===== config.mk =====
export PLATFORM = sky130hd
export DESIGN_NAME = tankb_sample_player_flat
export DESIGN_NICKNAME = d
export VERILOG_FILES = /design/src/rtl/tankb_sample_player_if.sv /design/src/rtl/tankb_sample_player.sv /design/src/flat_wrapper.sv
export SDC_FILE = /design/constraint.sdc
export NUM_CORES = 1
export LEC_CHECK = 0
export ABC_AREA = 1
export CAP_MARGIN = 40
export CORE_UTILIZATION = 50
export CTS_CLUSTER_DIAMETER = 150
export DETAILED_ROUTE_END_ITERATION = 10
export GPL_ROUTABILITY_DRIVEN = 0
export HOLD_SLACK_MARGIN = 0.1
export PLACE_DENSITY = 0.77
export SETUP_SLACK_MARGIN = 0.02
export SKIP_CTS_REPAIR_TIMING = 1
export SLEW_MARGIN = 20
export SYNTH_ARGS = -nofsm -noshare
export SYNTH_HDL_FRONTEND = slang
export SYNTH_SLANG_ARGS = --single-unit

===== constraint.sdc =====
create_clock -name clk_i -period 2.1 [get_ports clk_i]
set_clock_uncertainty 0.05 [all_clocks]
set_input_delay 0.21 -clock clk_i [delete_from_list [all_inputs] [get_ports clk_i]]
set_output_delay 0.21 -clock clk_i [all_outputs]
set_load 0.02 [all_outputs]

===== src/rtl/tankb_sample_player_if.sv =====
// Sample ROM read bus between a tankb_sample_player (master) and its sample ROM (slave).
interface tankb_sample_player_if #(
  parameter int unsigned ADDR_W = 16
);
  logic              rom_rd;
  logic [ADDR_W-1:0] rom_addr;
  logic [7:0]        rom_data;

  modport master (output rom_rd, output rom_addr, input rom_data);
  modport slave  (input rom_rd, input rom_addr, output rom_data);
endinterface


===== src/rtl/tankb_sample_player.sv =====
// One-shot PCM sample player for Tank Battalion effects, streamed from an external ROM.
// Define SAMPLE_LOOP_EN to loop the sample seamlessly while the trigger stays high.
module tankb_sample_player #(
  parameter int unsigned SAMPLE_LEN = 52095,
  parameter int unsigned CLK_DIV    = 1632,
  parameter int unsigned ADDR_W     = 16
) (
  input  logic                         clk_i,
  input  logic                         reset_i,
  input  logic                         trigger_i,
  tankb_sample_player_if.master        rom,
  output logic                         busy_o,
  output logic [15:0]                  sound_out_o
);

  localparam int unsigned DivW = (CLK_DIV > 1) ? $clog2(CLK_DIV) : 1;
  localparam logic [ADDR_W-1:0] LastAddr = ADDR_W'(SAMPLE_LEN - 1);
  localparam logic [DivW-1:0]   DivLoad  = DivW'(CLK_DIV - 1);

  typedef enum logic [1:0] {StIdle, StFetch, StWait, StPlay} state_e;

  state_e            state_q, state_d;
  logic              rd_q, rd_d;
  logic [ADDR_W-1:0] addr_q, addr_d;
  logic              busy_q, busy_d;
  logic [7:0]        sample_q, sample_d;
  logic [DivW-1:0]   div_q, div_d;
  logic              trig_q;
  logic              start;
  logic              loop_ok;

  assign start = trigger_i & ~trig_q;

`ifdef SAMPLE_LOOP_EN
  assign loop_ok = trigger_i;
`else
  assign loop_ok = 1'b0;
`endif

  always_comb begin
    state_d  = state_q;
    rd_d     = 1'b0;
    addr_d   = addr_q;
    busy_d   = busy_q;
    sample_d = sample_q;
    div_d    = div_q;
    // A new edge always restarts from address 0, even on the end-of-sample tick.
    if (start) begin
      addr_d  = '0;
      rd_d    = 1'b1;
      state_d = StFetch;
    end else begin
      unique case (state_q)
        StIdle: sample_d = '0;
        StFetch: state_d = StWait;
        StWait: begin
          sample_d = rom.rom_data;
          div_d    = DivLoad;
          busy_d   = 1'b1;
          state_d  = StPlay;
        end
        StPlay: begin
          if (div_q != '0) begin
            div_d = div_q - 1'b1;
          end else if (addr_q != LastAddr) begin
            addr_d  = addr_q + 1'b1;
            rd_d    = 1'b1;
            state_d = StFetch;
          end else if (loop_ok) begin
            addr_d  = '0;
            rd_d    = 1'b1;
            state_d = StFetch;
          end else begin
            sample_d = '0;
            busy_d   = 1'b0;
            state_d  = StIdle;
          end
        end
        default: state_d = StIdle;
      endcase
    end
  end

  always_ff @(posedge clk_i) begin
    if (reset_i) begin
      state_q  <= StIdle;
      rd_q     <= 1'b0;
      addr_q   <= '0;
      busy_q   <= 1'b0;
      sample_q <= '0;
      div_q    <= '0;
      trig_q   <= 1'b1;
    end else begin
      state_q  <= state_d;
      rd_q     <= rd_d;
      addr_q   <= addr_d;
      busy_q   <= busy_d;
      sample_q <= sample_d;
      div_q    <= div_d;
      trig_q   <= trigger_i;
    end
  end

  assign rom.rom_rd   = rd_q;
  assign rom.rom_addr = addr_q;
  assign busy_o       = busy_q;
  assign sound_out_o  = {2'b00, sample_q, 6'b000000};

endmodule


===== src/flat_wrapper.sv =====
// flat-port wrapper written by rule: the top's interface ports become plain ports
module tankb_sample_player_flat 
#(
  parameter int unsigned SAMPLE_LEN = 52095,
  parameter int unsigned CLK_DIV    = 1632,
  parameter int unsigned ADDR_W     = 16
)
  (clk_i, reset_i, trigger_i, busy_o, sound_out_o, rom_rom_rd, rom_rom_addr, rom_rom_data);
  tankb_sample_player_if #(.ADDR_W(ADDR_W)) rom_i ();
  input  logic clk_i;
  input  logic reset_i;
  input  logic trigger_i;
  output logic busy_o;
  output logic [15:0] sound_out_o;
  output wire logic [$bits(rom_i.rom_rd)-1:0] rom_rom_rd;
  output wire logic [$bits(rom_i.rom_addr)-1:0] rom_rom_addr;
  input wire logic [$bits(rom_i.rom_data)-1:0] rom_rom_data;
  assign rom_rom_rd = rom_i.rom_rd;
  assign rom_rom_addr = rom_i.rom_addr;
  assign rom_i.rom_data = rom_rom_data;
  tankb_sample_player #(.SAMPLE_LEN(SAMPLE_LEN), .CLK_DIV(CLK_DIV), .ADDR_W(ADDR_W)) u_core (.clk_i(clk_i), .reset_i(reset_i), .trigger_i(trigger_i), .rom(rom_i), .busy_o(busy_o), .sound_out_o(sound_out_o));
endmodule

==> results.md, run 1 <==
* Simple-gate area share of the yosys netlist at 0.396
* DP Worst Slack at 218 ps
* # DRC at 0
* PwrDens at 616 nW/um^2
* Reg2reg start: u_core.div_q[0]
* Total GRT Usage at 0.208
* Worst EP arrival at 1970 ps
* Maximum fanout along the worst path at 9
* Mapped Avg Cell Area at 6.49 sq um
* Core ar. at 4750 sq um
* Worst Hold Class: input pin to register
* Netlist cell types at 29
* Final HPWL DP at 3700 um
* Synth Area in Compound Gates at 0.0860
* R2r setup slk at 270 ps
* Post-DR wirelength/cell at 10.5 um
* RSZ-0062 raised after global routing: no
* Post-synthesis xor/xnor area fraction at 0.0389
* Clk sinks at 40
* Pins Over Slew Limit at 0
* Vias in the first global route at 1954
* Synth Register Bits at 40
* Fin. Hold Viols at 0
* Die Y at 72.3 um
* Slew HR at 0.567
* Most frequent cells in the layout: nand2_1 (111), nor2_1 (48), inv_1 (47)
* Setup violators final at 0
* CP Capture Type: register
* ANT nets after route at 0
* Area leader, netlist: dfxtp_1
* Seq/Total Area, Yosys at 0.324
* Area growth, synth to finish at 21.4%
* CTS root buf: clkbuf_8
* Ant diodes at 0
* Die area at 5230 sq um
* Max Cap Violations at 0
* Initial antenna violation count at 0
* Adder-Cell Fraction of Synth Area at 0.0152
* Largest family of logic cells by synthesized area: simple AND/OR/NAND/NOR gates
* Top cell type's share of synthesized area at 0.324
* Area contributors post-synth: dfxtp_1 (32%), nand2_1 (17%), nor2_1 (7.3%), inv_1 (7.1%), nand3_1 (4.5%)
* Critical path type: register to register
* Worst reg2reg endpoint: u_core.div_q[0]
* Mux cell area share after synthesis at 0
* Clk buf depth at 2
* Ys Warns at 0
* Hold EP: u_core.trig_q
* Largest net degree at the start of global routing at 18
* Vias per cell at 4.77
* VDD IR-drop max at 0.500 mV
* Slew of the pin with the lowest slew margin at 646 ps
* Final Critical Period at 1830 ps
* CTS tree: built
* Vias at 2334
* PortBufs at 36
* Fmax at 547 MHz
* Fin worst setup slack at 271 ps
* Syn Inst Count at 381
* Critical path startpoint category: register
* Hold_sp: trigger_i
* CTS H-tree lvls at 2
* Hold path depth at 3
* Status: finished clean
* Global-route wire length before repair at 8530 um
* Inserted Clock Buffers at 5
* DR iter-0 viols at 109
* Later-pin clock latency in the skew report at 300 ps
* Filler cells at 456
* Die Wd at 72.3 um
* CP Launch Point: u_core.div_q[0]
* Layout cells sized above 1 at 0.140
* CP required at 2240 ps
* Leakage at 1.29 nW
* Drt pass-1 iters at 4
* Nets at 435
* Mapped Area at 2470 sq um
* WHS at 406 ps
* Drt total wl at 5110 um
* Commonest non-fill, non-tap cell in the layout: nand2_1
* Period Utilization, post-route at 0.871
* Sum Neg Setup Slack at 0 ps
* I/O pins at 45
* Worst r2r path cells at 9
* Cell Rows at 25
* Starting density of the core at 0.520
* GR Overflow Total at 0
* CTS clk-pin slew, worst paths at 80 ps
-- per-layer routing --
metal  GRT usage  routed length (um)
met1       0.262                2440
met2       0.353                2420
met3      0.0583                 214
met4      0.0458                  45
met5           0                   0
-- cell type report --
class                           instances  area (sq um)  share of cell area
Clock buffer                            7          96.3              0.0321
Timing Repair Buffer                   42           418               0.139
Sequential cell                        40           801               0.267
Multi-Input combinational cell        274          1360               0.452
Tap cell                               67          83.8              0.0279
Clock inverter                          1          30.0              0.0100
Inverter                               58           218              0.0725
-- critical path, cell delays in order (launching register included) --
cell and delay, ps:
dfxtp_1 310, inv_1 90, ha_1 230, nand2_1 110
nor2_1 220, nand3_1 100, nand2_1 230, inv_2 150
o21ai_0 170, nor2_1 60
-- sequential cells by signal, summed over array words and instances, names as in the netlist --
register             cells
u_core.state_q           2
u_core.div_q            11
u_core.busy_o            1
u_core.trig_q            1
u_core.rom.rom_rd        1
u_core.sample_q          8
u_core.rom.rom_addr     16
-- synthesized netlist by cell type, drive strengths merged --
| cell | instances |
|---|---|
| or2 | 1 |
| a21oi | 24 |
| clkbuf | 2 |
| a31oi | 1 |
| buf | 14 |
| xor2 | 5 |
| o2111ai | 1 |
| inv | 56 |
| xnor2 | 6 |
| nor3 | 1 |
| nor2 | 54 |
| clkinv | 2 |
| dfxtp | 40 |
| o21ai | 8 |
| conb | 1 |
| ha | 3 |
| nand3 | 24 |
| nand4 | 10 |
| nand2 | 128 |
-- cell families after synthesis --
group	count (synthesis)
DFF	40
adders and majority gates	3
AOI/OAI and AO/OA	34
buffers and inverters	74
xor gates and xnor gates	11
other	1
and+or+nand+nor	218
-- stage by stage --
| stage | cells | total power (W) | util | area, sq um |
|---|---|---|---|---|
| after floorplan | 388 | 0.00108 | - | 2500 |
| after global placement | 481 | 0.00116 | 0.605 | 2880 |
| after detailed placement | 481 | 0.00116 | 0.605 | 2880 |
| after CTS | 489 | 0.00187 | 0.632 | 3000 |
| after global routing | 489 | 0.00193 | 0.632 | 3000 |
| final | 489 | 0.00185 | 0.632 | 3000 |
-- where the power goes --
group | leakage (nW) | switching [W] | internal (W) | total, W
Sequential | 0.324 | 0.0000193 | 0.000786 | 0.000806
Combinational | 0.906 | 0.000210 | 0.000132 | 0.000342
Clock | 0.0645 | 0.000282 | 0.000420 | 0.000702
Total | 1.29 | 0.000512 | 0.00134 | 0.00185
-- worst max-delay path by stage --
stage	slack (ps)	end	cells after the start
after floorplan	440	u_core.rom.rom_addr[3]	10
after global placement	270	u_core.div_q[8]	9
after detailed placement	220	u_core.div_q[8]	9
after CTS	280	u_core.div_q[0]	9
after global routing	90	u_core.div_q[0]	9
final	270	u_core.div_q[0]	9
Power figures use the tool's default switching activity.
==> run 2: changes to the inputs <==
--- a/config.mk
+++ b/config.mk
@@ -12,7 +12,7 @@
 export DETAILED_ROUTE_END_ITERATION = 10
 export GPL_ROUTABILITY_DRIVEN = 0
 export HOLD_SLACK_MARGIN = 0.1
-export PLACE_DENSITY = 0.77
+export PLACE_DENSITY = 0.74
 export SETUP_SLACK_MARGIN = 0.02
 export SKIP_CTS_REPAIR_TIMING = 1
 export SLEW_MARGIN = 20
==> run 2 against run 1 <==
Net effect: total power fell by 12%; worst setup slack got worse by 27 ps; register-to-register slack got worse by 30 ps; maximum frequency fell by 1.5%; worst hold slack improved by 9.7 ps; design area fell by 2.1%; cell count fell by 0.61%; sequential cell count did not move; critical path type unchanged; highest routed layer unchanged; clock power fell by 31%; die area did not move; sequential share of layout area rose by 0.58 points; critical endpoint is now u_core.sample_q[7]; core utilization fell by 1.3 points.
==> results.md, run 2 (synthesized netlist as in run 1, its figures left out) <==
* Slew of the pin with the lowest slew margin at 633 ps (-13.2 ps)
* Switch Pwr at 0.000484 W (-5.5%)
* Starting density of the core at 0.520 (unchanged)
* Placed insts at 479 (-0.42%)
* Status: finished clean
* Global-route wire length before repair at 8680 um (+1.8%)
* RSZ-0062 raised after global routing: no
* Vias in the first global route at 2004 (+2.6%)
* Fmax at 539 MHz (-1.5%)
* Die Y at 72.3 um (unchanged)
* Critical-path cell list: inv_1, ha_1, nand2_1, nor2_1, nand2_1, nand2_2, nand3_4, nand2_1, inv_1, nor2_1
* Commonest non-fill, non-tap cell in the layout: nand2_1
* Pins Over Slew Limit at 0 (unchanged)
* Clk sinks at 40 (unchanged)
* Vias per cell at 4.77 (about the same)
* ANT nets after route at 0 (unchanged)
* Nets at 433 (-0.46%)
* WHS at 416 ps (+9.73 ps)
* Max reg flops at 16 (unchanged)
* Final Critical Period at 1860 ps (+27.0 ps)
* Combinational Power Share at 0.205 (+0.020)
* Dpl cell area at 2860 sq um (-0.52%)
* Die area at 5230 sq um (unchanged)
* Most frequent cell on the critical path: nand2_1
* Die Wd at 72.3 um (unchanged)
* Initial antenna violation count at 0 (unchanged)
* Maximum fanout along the worst path at 14 (+5)
* CP required at 2280 ps (+40 ps)
* Later-pin clock latency in the skew report at 290 ps (about the same)
* CTS root buf: clkbuf_8
* Post-layout util at 0.618 (-0.0134)
* Worst EP arrival at 2040 ps (+70 ps)
* Core ar. at 4750 sq um (unchanged)
* Leakage at 1.26 nW (-2.6%)
* Final HPWL DP at 3740 um (+1.1%)
* Fin area at 2940 sq um (-2.1%)
* Cell Rows at 25 (unchanged)
* CTS tree: built
* Slew HR at 0.575 (+0.00886)
* Drt pass-1 iters at 4 (unchanged)
* Int Power at 0.00114 W (-15%)
* Clk pwr share at 0.297 (-0.083)
* Clk buf depth at 2 (unchanged)
* I/O pins at 45 (unchanged)
* VDD IR-drop max at 0.404 mV (-19%)
* Ant diodes at 0 (unchanged)
* Sw frac at 0.299 (+0.0218)
* Drt total wl at 4960 um (-3.1%)
* CTS H-tree lvls at 2 (unchanged)
* Most frequent cells in the layout: nand2_1 (111), nor2_1 (48), inv_1 (47)
* Period Utilization, post-route at 0.884 (+0.0129)
* PwrDens at 551 nW/um^2 (-11%)
* Setup violators final at 0 (unchanged)
* PortBufs at 36 (unchanged)
* Total GRT Usage at 0.208 (+0.000232)
* Worst path max stage delay at 310 ps (about the same)
* Fin. Hold Viols at 0 (unchanged)
* # DRC at 0 (unchanged)
* Largest net degree at the start of global routing at 18 (unchanged)
* Vias at 2320 (-0.60%)
* DR iter-0 viols at 111 (+1.8%)
* Critical path startpoint category: register
* Sequential Power Share at 0.497 (+0.061)
* CTS clk-pin slew, worst paths at 70 ps (about the same)
* CP Capture Type: register
* Worst Hold Class: input pin to register
* Area growth, synth to finish at 18.8%
* GR Overflow Total at 0 (unchanged)
* Inserted Clock Buffers at 5 (unchanged)
* Slowest-stage cell, CP: dfxtp_1
* Filler cells at 473 (+3.7%)
* Max Cap Violations at 0 (unchanged)
* Sum Neg Setup Slack at 0 ps (unchanged)
* Post-DR wirelength/cell at 10.2 um (-2.5%)
* Layout cells sized above 1 at 0.131 (-0.00855)
* Critical path type: register to register
* Post-route insts no fill at 486 (-0.61%)
[run 2: final cells by class]
type,instances,area [sq um],share of cell area
inverters,58,218,0.0741
clock buffers,6,72.6,0.0247
clock inverters,1,5.00,0.00170
well taps,67,83.8,0.0285
multi-input cells,274,1360,0.461
repair buffers,40,403,0.137
flip-flops and latches,40,801,0.272
[run 2: stage by stage]
| step | setup slack (ps) | power, W |
|---|---|---|
| after detailed placement | 255 | 0.00116 |
| after global routing | 24.8 | 0.00172 |
| after global placement | 275 | 0.00115 |
| after CTS | 251 | 0.00164 |
| final | 244 | 0.00162 |
| after floorplan | 439 | 0.00108 |
[run 2: metal layers]
metal	global-route usage	routed length, um	up-vias
met2	0.347	2400	39
met4	0.0697	71	0
met1	0.266	2320	1046
li1	-	-	1227
met5	0	0	-
met3	0.0458	170	8
[run 2: critical path: cells and delay by family, from the launching register on]
family | cells | cell delay [ps]
buffers and inverters | 2 | 130
AND/OR/NAND/NOR | 7 | 1050
adder cells (fa/ha/maj) | 1 | 230
flip-flops | 1 | 310
[run 2: worst paths after layout]
check,startpoint,end,slack (ps),depth (start not counted)
min reg2reg,u_core.div_q[1],u_core.div_q[1],450,2
max,u_core.div_q[0],u_core.sample_q[7],240,10
min,trigger_i,u_core.trig_q,420,3
max reg2reg,u_core.div_q[0],u_core.sample_q[7],240,10
[run 2: power groups by stage]
stage / registers (W) / logic [W] / clock network, W
detailed placement: 0.000823 / 0.000332 / 0
finish: 0.000806 / 0.000333 / 0.000481
CTS: 0.000806 / 0.000334 / 0.000504
floorplan: 0.000837 / 0.000241 / 0
global placement: 0.000823 / 0.000326 / 0
global route: 0.000810 / 0.000378 / 0.000538
==> run 3: changes to the inputs <==
--- a/config.mk
+++ b/config.mk
@@ -6,15 +6,13 @@
 export NUM_CORES = 1
 export LEC_CHECK = 0
 export ABC_AREA = 1
-export CAP_MARGIN = 40
+export CAP_MARGIN = 10
 export CORE_UTILIZATION = 50
-export CTS_CLUSTER_DIAMETER = 150
 export DETAILED_ROUTE_END_ITERATION = 10
 export GPL_ROUTABILITY_DRIVEN = 0
 export HOLD_SLACK_MARGIN = 0.1
 export PLACE_DENSITY = 0.74
 export SETUP_SLACK_MARGIN = 0.02
-export SKIP_CTS_REPAIR_TIMING = 1
 export SLEW_MARGIN = 20
 export SYNTH_ARGS = -nofsm -noshare
 export SYNTH_HDL_FRONTEND = slang
==> results of run 3 <==
Final layout, timing and power as in run 2 (identical DEF).
